$ cat src/rtl/ticket_change_dispenser.sv
// rtl/ticket_change_dispenser.sv - ticket and greedy coin-change payout engine
//
// Purpose: accepts one dispense order (ticket count + change amount), issues
// tickets one at a time to the printer, then pays change to the coin hopper
// as single coins chosen greedily from {50,10,5,1}.
//
// Optional feature: define DISPENSER_STATS_EN to add cumulative saturating
// transfer counters stat_tickets / stat_coins.
//
// Ports:
//   clk, reset        clock, synchronous active-high reset
//   start             order strobe, sampled only while idle
//   tickets_in        tickets to issue (legal range 0..MAX_TICKETS)
//   change_in         change to pay, in units of 1
//   ticket_valid/ready  ticket handshake to printer
//   coin_valid/ready    coin handshake to hopper
//   coin_value        denomination of the current coin, 0 when not paying
//   busy              order in progress (including the done cycle)
//   done              one-cycle pulse on order completion
//   err               one-cycle pulse when an order is rejected
//   stat_tickets/coins  (DISPENSER_STATS_EN only) cumulative transfer counts

module ticket_change_dispenser #(
  parameter int CHANGE_W    = 7,
  parameter int TICKET_W    = 3,
  parameter int MAX_TICKETS = 5
) (
  input  logic                clk,
  input  logic                reset,
  input  logic                start,
  input  logic [TICKET_W-1:0] tickets_in,
  input  logic [CHANGE_W-1:0] change_in,
  output logic                ticket_valid,
  input  logic                ticket_ready,
  output logic                coin_valid,
  input  logic                coin_ready,
  output logic [5:0]          coin_value,
  output logic                busy,
  output logic                done,
  output logic                err
`ifdef DISPENSER_STATS_EN
  ,
  output logic [15:0]         stat_tickets,
  output logic [15:0]         stat_coins
`endif
);

  typedef enum logic [1:0] {
    S_IDLE   = 2'd0,
    S_TICKET = 2'd1,
    S_COIN   = 2'd2,
    S_DONE   = 2'd3
  } state_t;

  state_t              state_q, state_d;
  logic [TICKET_W-1:0] tickets_left_q, tickets_left_d;
  logic [CHANGE_W-1:0] change_left_q, change_left_d;
  logic                err_q, err_d;

  // Greedy denomination; derived from registered change_left so the coin
  // offered to the hopper cannot change while it is stalling.
  logic [5:0]          coin_sel;
  logic [CHANGE_W-1:0] coin_amt;

  always_comb begin
    if (change_left_q >= CHANGE_W'(50)) begin
      coin_sel = 6'd50;
    end else if (change_left_q >= CHANGE_W'(10)) begin
      coin_sel = 6'd10;
    end else if (change_left_q >= CHANGE_W'(5)) begin
      coin_sel = 6'd5;
    end else begin
      coin_sel = 6'd1;
    end
    coin_amt = CHANGE_W'(coin_sel);
  end

  always_ff @(posedge clk) begin
    if (reset) begin
      state_q        <= S_IDLE;
      tickets_left_q <= '0;
      change_left_q  <= '0;
      err_q          <= 1'b0;
    end else begin
      state_q        <= state_d;
      tickets_left_q <= tickets_left_d;
      change_left_q  <= change_left_d;
      err_q          <= err_d;
    end
  end

  always_comb begin
    state_d        = state_q;
    tickets_left_d = tickets_left_q;
    change_left_d  = change_left_q;
    err_d          = 1'b0;
    ticket_valid   = 1'b0;
    coin_valid     = 1'b0;
    coin_value     = 6'd0;
    busy           = 1'b1;
    done           = 1'b0;

    case (state_q)
      S_IDLE: begin
        busy = 1'b0;
        if (start) begin
          if (tickets_in > TICKET_W'(MAX_TICKETS)) begin
            err_d = 1'b1;
          end else begin
            tickets_left_d = tickets_in;
            change_left_d  = change_in;
            if (tickets_in != '0) begin
              state_d = S_TICKET;
            end else if (change_in != '0) begin
              state_d = S_COIN;
            end else begin
              state_d = S_DONE;
            end
          end
        end
      end

      S_TICKET: begin
        ticket_valid = 1'b1;
        if (ticket_ready) begin
          tickets_left_d = tickets_left_q - TICKET_W'(1);
          if (tickets_left_q == TICKET_W'(1)) begin
            state_d = (change_left_q != '0) ? S_COIN : S_DONE;
          end
        end
      end

      S_COIN: begin
        coin_valid = 1'b1;
        coin_value = coin_sel;
        if (coin_ready) begin
          // coin_amt <= change_left_q by construction, so no underflow.
          change_left_d = change_left_q - coin_amt;
          if (change_left_d == '0) begin
            state_d = S_DONE;
          end
        end
      end

      S_DONE: begin
        done    = 1'b1;
        state_d = S_IDLE;
      end

      default: begin
        state_d = S_IDLE;
      end
    endcase
  end

  assign err = err_q;

`ifdef DISPENSER_STATS_EN
  logic [15:0] stat_tickets_q;
  logic [15:0] stat_coins_q;

  always_ff @(posedge clk) begin
    if (reset) begin
      stat_tickets_q <= 16'h0000;
      stat_coins_q   <= 16'h0000;
    end else begin
      if (ticket_valid && ticket_ready && (stat_tickets_q != 16'hFFFF)) begin
        stat_tickets_q <= stat_tickets_q + 16'd1;
      end
      if (coin_valid && coin_ready && (stat_coins_q != 16'hFFFF)) begin
        stat_coins_q <= stat_coins_q + 16'd1;
      end
    end
  end

  assign stat_tickets = stat_tickets_q;
  assign stat_coins   = stat_coins_q;
`endif

endmodule

$ cat config.mk
export PLATFORM = sky130hd
export DESIGN_NAME = ticket_change_dispenser
export DESIGN_NICKNAME = d
export VERILOG_FILES = /design/src/rtl/ticket_change_dispenser.sv
export SDC_FILE = /design/constraint.sdc
export NUM_CORES = 1
export LEC_CHECK = 0
export CORE_MARGIN = 2
export CORE_UTILIZATION = 40
export DETAILED_ROUTE_END_ITERATION = 8
export MAX_ROUTING_LAYER = met4
export PLACE_DENSITY = 0.65
export SLEW_MARGIN = 10
export SYNTH_ARGS = -nofsm -noshare
export SYNTH_HDL_FRONTEND = slang
export SYNTH_SLANG_ARGS = --single-unit
$ cat constraint.sdc
create_clock -name clk -period 3.5 [get_ports clk]
set_input_delay 0.525 -clock clk [delete_from_list [all_inputs] [get_ports clk]]
set_output_delay 0.525 -clock clk [all_outputs]
set_load 0.05 [all_outputs]
Yosys cells after proc, flatten, opt, wreduce, memory -nomap -nowiden

Index checks and enable logic that the tools add are counted.

Add/sub/neg operators: 2
$lt $le $gt $ge: 4
Equal/unequal tests: 10
Mux-type cells: 27
Bitwise logic cells: 2
Reductions and logical operators: 11

Operator list:

| kind                 | count |
|---|---|
| $mux W7              | 3 |
| $mux W2              | 7 |
| $pmux W7 S2          | 1 |
| $reduce_bool A7 Y1   | 2 |
| $mux W3              | 4 |
| $mux W6              | 2 |
| $ne A2 B2 Y1 const B | 6 |
| $pmux W2 S4          | 1 |
| $reduce_and A4 Y1    | 2 |
| $ge A7 B3 Y1 const B | 1 |
| $ge A7 B4 Y1 const B | 1 |
| $ge A7 B6 Y1 const B | 1 |
| $logic_not A7 Y1     | 1 |
| $mux W1              | 7 |
| $sub A7 B6 Y7        | 1 |
| $pmux W3 S2          | 1 |
| $reduce_and A6 Y1    | 1 |
| $eq A2 B2 Y1 const B | 2 |
| $mux W4              | 1 |
| $reduce_bool A2 Y1   | 2 |
| $eq A3 B1 Y1 const B | 1 |
| $gt A3 B3 Y1 const B | 1 |
| $reduce_bool A3 Y1   | 1 |
| $reduce_or A3 Y1     | 1 |
| 4 further kinds      | 5 |

Register bits: 13
Bits of input ports: 15

Longest topological paths before layout

Gate-level depths: netlist of the first run.

Depth in word-level cells: 9
Gate-level depth with buffers: 12
Depth with buffers taken out: 12

Worst setup path before layout of the first run

No wires, ideal clock.

Path kind: reg2out
Start: register state_q[0]
End: output coin_value[5]
Arrival time: 2.342 ns
Data required time: 2.975 ns
Setup slack: 0.633 ns
Stages on the path, launching flop included: 7
Cells stage by stage: dfxtp_1 -> inv_1 -> ha_1 -> buf_2 -> inv_2 -> nor2_1 -> buf_4

Word-level cells in the longest chain between the ends: 2

Ends and longest elaborated chain:

| element                | RTL line | RTL |
|---|---|---|
| start, declared        | 55       | `state_t state_q, state_d;` |
| start signal, assigned | 85       | `state_q <= state_d;` |
| $eq A2 B2 Y1           | 103      | `case (state_q)` |
| $mux W6                | 103      |  |
| end, declared          | 37       | `output logic [5:0] coin_value,` |

Every way passes these cells.

Worst setup path after layout of the first run

Start: register change_left_q[2]
End: register state_q[0]

Word-level cells in the longest chain between the ends: 8
Elaborated cells between the ends (all ways): 15
Those cells by class: 1 x add/sub; 3 x order compare; 1 x eq/ne; 7 x mux; 3 x reduce/logical

Ends and longest elaborated chain:

| element                            | RTL line | RTL |
|---|---|---|
| start, declared                    | 57       | `logic [CHANGE_W-1:0] change_left_q, change_left_d;` |
| start signal, assigned             | 87       | `change_left_q <= change_left_d;` |
| $ge A7 B3 Y1                       | 70       | `end else if (change_left_q >= CHANGE_W'(5)) begin` |
| $mux W3                            | 70       |  |
| $mux W4                            | 68       | `end else if (change_left_q >= CHANGE_W'(10)) begin` |
| $mux W6                            | 66       | `if (change_left_q >= CHANGE_W'(50)) begin` |
| $sub A7 B6 Y7                      | 138      | `change_left_d = change_left_q - coin_amt;` |
| $logic_not A7 Y1                   | 139      | `if (change_left_d == '0) begin` |
| $ne A2 B2 Y1 (no source line)      | n/a      |  |
| $reduce_and A6 Y1 (no source line) | n/a      |  |

Parallel ways exist; a longest one is shown, timed or not. The select of a mux whose other input is x is not followed.
A chain may end at the register's enable or synchronous reset.

==> results.cfg, run 1 <==
[sta]
max_freq_mhz = 312
setup-violations-final = 0
skew_ns = 0.0135
fin_tns_setup_ns = 0
relSlewSlack_pct = 58.7
min_period_ns = 3.21
fin_crit_sh_pct = 91.6
tightest_slew_ns = 0.610
slew_viol_final = 0
rsz0062_at_grt = false
hold_violations = 0

[route]
met3WireLength_um = 84
finalWirelength_mm = 3.08
vias = 1195
drc = 3
ant_nets = 0
drt_iter0_markers = 38
routed-wl-met2_mm = 1.54
wl_met1_mm = 1.43
drt_pass1_iterations = 6
via_per_inst = 5.72
top_layer = met4
wl_per_cell_um = 14.7

[cts]
cts_tree = done
ctsHoldBuffers = 0
clockRootBuffer = clkbuf_4
clock_sinks = 13
h-tree-depth = 1
clk_pin_slew_ns = 0.09
cts_resized = 0
clk_latency_ns = 0.28
ctsLongestPathBuffers = 2
post-cts-setup-buffers = 0
cts_buffers = 3

[floorplan]
placement_rows = 19
die_area_um2 = 3440
fp.dieH_um = 58.6
start_util_pct = 42.6
core_area_um2 = 2810
die_w_um = 58.6
io_pins = 26

[outcome]
failed_checks = DRC
status = finished, violations left

[synthesis]
ys_ff_latch = 13
synth_top_cell_by_area = dfxtp_1
synth-edff-count = 0
ys_top_cells_by_area = dfxtp_1 22%, ha_1 13%, nor2_1 6.0%, mux2i_1 5.9%, o21ai_0 5.0%
synth_fa_ha_area_share_pct = 14.3
synth_ff_type = dfxtp_1
synth_cell_types = 44
syn_nets = 179
synth_top_area_share_pct = 21.8
syn_avg_cell_area_um2 = 7.90
async_reset_ff_share_pct = 0
synth_compound_area_share_pct = 28.3
seq_area_frac_synth_pct = 21.8
synth_xor_area_share_pct = 1.47
synthSimpleGateAreaFrac_pct = 21.6
syn_area_um2 = 1190
yosysWarnings = 0
synthMuxAreaShare_pct = 5.87
postSynthCellCount = 151
synth_top_family_by_area = compound AO/OA/AOI/OAI gates

[global_route]
grt_max_degree = 15
antenna_found_initial = 0
first_global_vias = 1186
grt-ovfl-total = 0
grt_usage_pct = 20.5
grt_pass1_wl_mm = 5.21

[setup_path]
cp_common_cell = o21ai_0
cp.required_ns = 3.67
end_kind = flop
worst_setup_path_start_kind = flop
cpPeakStageDelay_ns = 0.41
crit_arrival_ns = 3.38
path_class = reg -> reg
cp_slowest_cell = or3_1
cp.buffers_inverters = 0
path_max_fanout = 5
critPathTopFamily = compound AO/OA/AOI/OAI gates
crit_chain = or3_1, a31oi_1, nand2_1, ha_1, o21ai_0, o21ai_0, nor3b_1, o41ai_4, a211oi_1, a31o_1

[cells_and_area]
fillers = 276
antenna_cells = 0
final_nets = 207
stdcell_count = 209
layout-drive-gt1-share_pct = 6.74
final_util_pct = 53.7
syn2layout_area_growth_pct = 26.1
layout_commonest_cell = clkdlybuf4s50_1
most-common-layout-cells = 25 x clkdlybuf4s50_1, 19 x nor2_1, 14 x inv_1
design_area_um2 = 1510

[placed_design]
hpwl_mm = 2.43
gp_congestion = 0.840
dpl.cell_count = 205
placedInstanceArea_um2 = 1480
port_buffers = 25

[min_path]
hp-class = reg -> reg

[flow_run]
drv_cap = 0
[area by class of cell]
type	count	area, µm²	area share, %
Clock buffer	3	22.5	1.50
Multi-Input combinational cell	118	853	56.7
Clock inverter	1	5.00	0.333
Timing Repair Buffer	27	265	17.6
Inverter	16	60.1	3.99
Sequential cell	13	260	17.3
Tap cell	31	38.8	2.58
[logic make-up (layout without fill, tap and decap cells)]
family	after synthesis	after routing
AOI/OAI and AO/OA	45	45
xor gates and xnor gates	2	2
adders and majority gates	13	13
buffers and inverters	20	47
DFF	13	13
muxes	7	7
and+or+nand+nor	51	51
[sequential cells by signal (all words and copies together), names as in the netlist]
register,count
change_left_q,7
err,1
state_q,2
tickets_left_q,3
[path summary, 6_finish.rpt]
| kind | startpoint | depth (start not counted) | endpoint | slack (ns) |
|---|---|---|---|---|
| min reg2reg | tickets_left_q[1] | 2 | tickets_left_q[1] | 0.53 |
| max | change_left_q[2] | 10 | state_q[0] | 0.29 |
| min | tickets_left_q[1] | 2 | tickets_left_q[1] | 0.53 |
| max reg2reg | change_left_q[2] | 10 | state_q[0] | 0.29 |
[Yosys cell counts (3+ instances only)]
cell      count
a211oi_1      6
a21oi_1       7
dfxtp_1      13
ha_1         12
inv_1        14
mux2i_1       7
nand2_1       7
nor2_1       19
nor2b_1       5
nor3_1        5
nor3b_1       5
nor4_1        3
o21ai_0      12
[per-stage QoR]
stage / hold slack, ns / setup WS [ns]
2_1_floorplan: 0.460 / 0.633
3_3_place_gp: 0.480 / 0.490
3_5_place_dp: 0.503 / 0.405
4_1_cts: 0.526 / 0.347
5_1_grt: 0.555 / 0.0506
6_report: 0.529 / 0.295
[worst reg2reg max path: stages, from the launching register on]
cell and delay (ns):
dfxtp_1 0.37, or3_1 0.41, a31oi_1 0.41, nand2_1 0.11, ha_1 0.35, o21ai_0 0.38
o21ai_0 0.13, nor3b_1 0.18, o41ai_4 0.41, a211oi_1 0.13, a31o_1 0.20
[routing by layer]
metal / up-vias / GRT usage (%)
li1: 603 / -
met1: 570 / 24.6
met2: 20 / 35.0
met3: 2 / 2.64
met4: 0 / 7.79
met5: - / -
Power of run 1 is left out: the tool's default activity adds up to more than one toggle a clock period on the data nets, which glitch-free logic cannot reach.
==> inputs of run 2 (changes only) <==
- CTS_BUF_LIST: unset -> sky130_fd_sc_hd__clkbuf_4 sky130_fd_sc_hd__clkbuf_8 sky130_fd_sc_hd__clkbuf_16
==> results of run 2 <==
Same layout as run 1: the final DEF is identical, and so are final timing and power.
Power of run 2 is left out for the same reason.
==> inputs of run 3 (changes only) <==
- CORE_MARGIN: 2 -> unset
- DONT_BUFFER_PORTS: unset -> 1
- PLACE_DENSITY: 0.65 -> 0.54
==> run 3 against run 2 <==
  * The flow now finishes without violations
  * Critical path depth is 2 higher
  * Clock skew down 0.0071 ns
  * Die area fell by 6.7%
  * Wire length down 7.4%
  * Via count down 6.4%
  * First-iteration DRC count increased by 21%
  * Global-route usage fell by 0.58 points
  * Clock-buffer cell count grew 1
  * Cell count decreased by 10%
==> results.cfg, run 3 (synthesis results as in run 1) <==
[outcome]
status = completed

[min_path]
hold_path.startpoint = reset
hp-class = in -> reg

[route]
drt_pass1_iterations = 4
wl_per_cell_um = 15.2
ant_nets = 0
top_layer = met4
vias = 1118
drt_iter0_markers = 46
drc = 0
routed-wl-met2_mm = 1.25
wl_met1_mm = 1.39
finalWirelength_mm = 2.85
via_per_inst = 5.95
met3WireLength_um = 183

[sta]
tightest_slew_ns = 0.885
skew_ns = 0.00645
hold_violations = 0
min_period_ns = 3.12
rsz0062_at_grt = false
relSlewSlack_pct = 40.9
fin_tns_setup_ns = 0
timing.final.ws_setup_ns = 0.378
slew_viol_final = 0
max_freq_mhz = 320
fin_crit_sh_pct = 89.2
setup-violations-final = 0

[cts]
ctsLongestPathBuffers = 2
post-cts-setup-buffers = 0
ctsHoldBuffers = 0
clock_sinks = 13
cts_tree = done
cts_resized = 0
clk_pin_slew_ns = 0.08
clk_latency_ns = 0.27
clockRootBuffer = clkbuf_4
h-tree-depth = 1
cts_buffers = 3

[setup_path]
worstReg2RegStart = change_left_q[5]
path_class = reg -> reg
cp_slowest_cell = fa_1
crit_chain = nor3_1, nand2_1, inv_1, ha_1, inv_1, fa_1, a211oi_2, o21ai_0, nor3b_1, o41ai_4, a21oi_1, a311oi_1
crit_arrival_ns = 3.31
startpoint = change_left_q[5]
cp_common_cell = inv_1
cp.required_ns = 3.69
worst_setup_path_start_kind = flop
reg2reg_slack_ns = 0.38
end_kind = flop
cpPeakStageDelay_ns = 0.42
path_max_fanout = 5

[cells_and_area]
largest-register = change_left_q
layout_commonest_cell = nor2_1
reg_top3 = change_left_q x7, tickets_left_q x3, state_q x2
final_nets = 186
syn2layout_area_growth_pct = 8.07
antenna_cells = 0
layout-drive-gt1-share_pct = 10.8
largest_register_ffs = 7
most-common-layout-cells = 18 x nor2_1, 14 x inv_1, 13 x dfxtp_1

[global_route]
grt_usage_pct = 19.9
antenna_found_initial = 0
first_global_vias = 1020
grt-ovfl-total = 0
grt_pass1_wl_mm = 4.81
grt_max_degree = 15

[floorplan]
io_pins = 26
core_area_um2 = 2780
fp.dieH_um = 56.6
placement_rows = 19
die_w_um = 56.6
start_util_pct = 42.9
die_area_um2 = 3210

[flow_run]
drv_cap = 0

[placed_design]
gp_congestion = 0.878
dp_slack_ns = 0.439
hpwl_mm = 2.28
port_buffers = 0
## run 3: cell count changes in the layout (fill, tap and decap cells not counted)
cell             previous run  this run
nor2_2                      0         1
buf_4                       2         6
clkinv_2                    1         0
clkdlybuf4s50_1            25         0
nor2_1                     19        18
clkbuf_4                    3         4
## run 3: per-layer routing
layer  track usage, %  vias to the layer above
li1                 -                      565
met3             5.30                        4
met5                -                        -
met4             5.23                        0
met2             28.4                       33
met1             27.8                      516
## run 3: critical path: cells and delay by family, from the launching register on
| family | cells | cell delay, ns |
|---|---|---|
| AOI/OAI and AO/OA | 5 | 1.25 |
| and+or+nand+nor | 3 | 0.68 |
| adders and majority gates | 2 | 0.58 |
| DFF | 1 | 0.35 |
| buffers and inverters | 2 | 0.14 |
## run 3: metrics by stage
| step | hold slack, ns | util, % | cell area [µm²] | cells |
|---|---|---|---|---|
| after floorplan | 0.460 | - | 1190 | 151 |
| after global placement | 0.480 | 45.3 | 1260 | 184 |
| after detailed placement | 0.491 | 45.3 | 1260 | 184 |
| after CTS | 0.296 | 46.4 | 1290 | 188 |
| after global routing | 0.274 | 46.4 | 1290 | 188 |
| final | 0.308 | 46.4 | 1290 | 188 |
## run 3: area by class of cell
type / instances / area, µm²
multi-input combinational: 118 / 856
sequential: 13 / 260
clock buffer: 4 / 30.0
fill: 286 / 1490
timing repair buffer: 6 / 45.0
inverter: 16 / 60.1
tap: 31 / 38.8
## run 3: path summary, 6_finish.rpt
check | to | depth (start not counted)
max | state_q[1] | 12
min | err | 1
max reg2reg | state_q[1] | 12
min reg2reg | tickets_left_q[1] | 2
Power of run 3 is left out for the same reason.
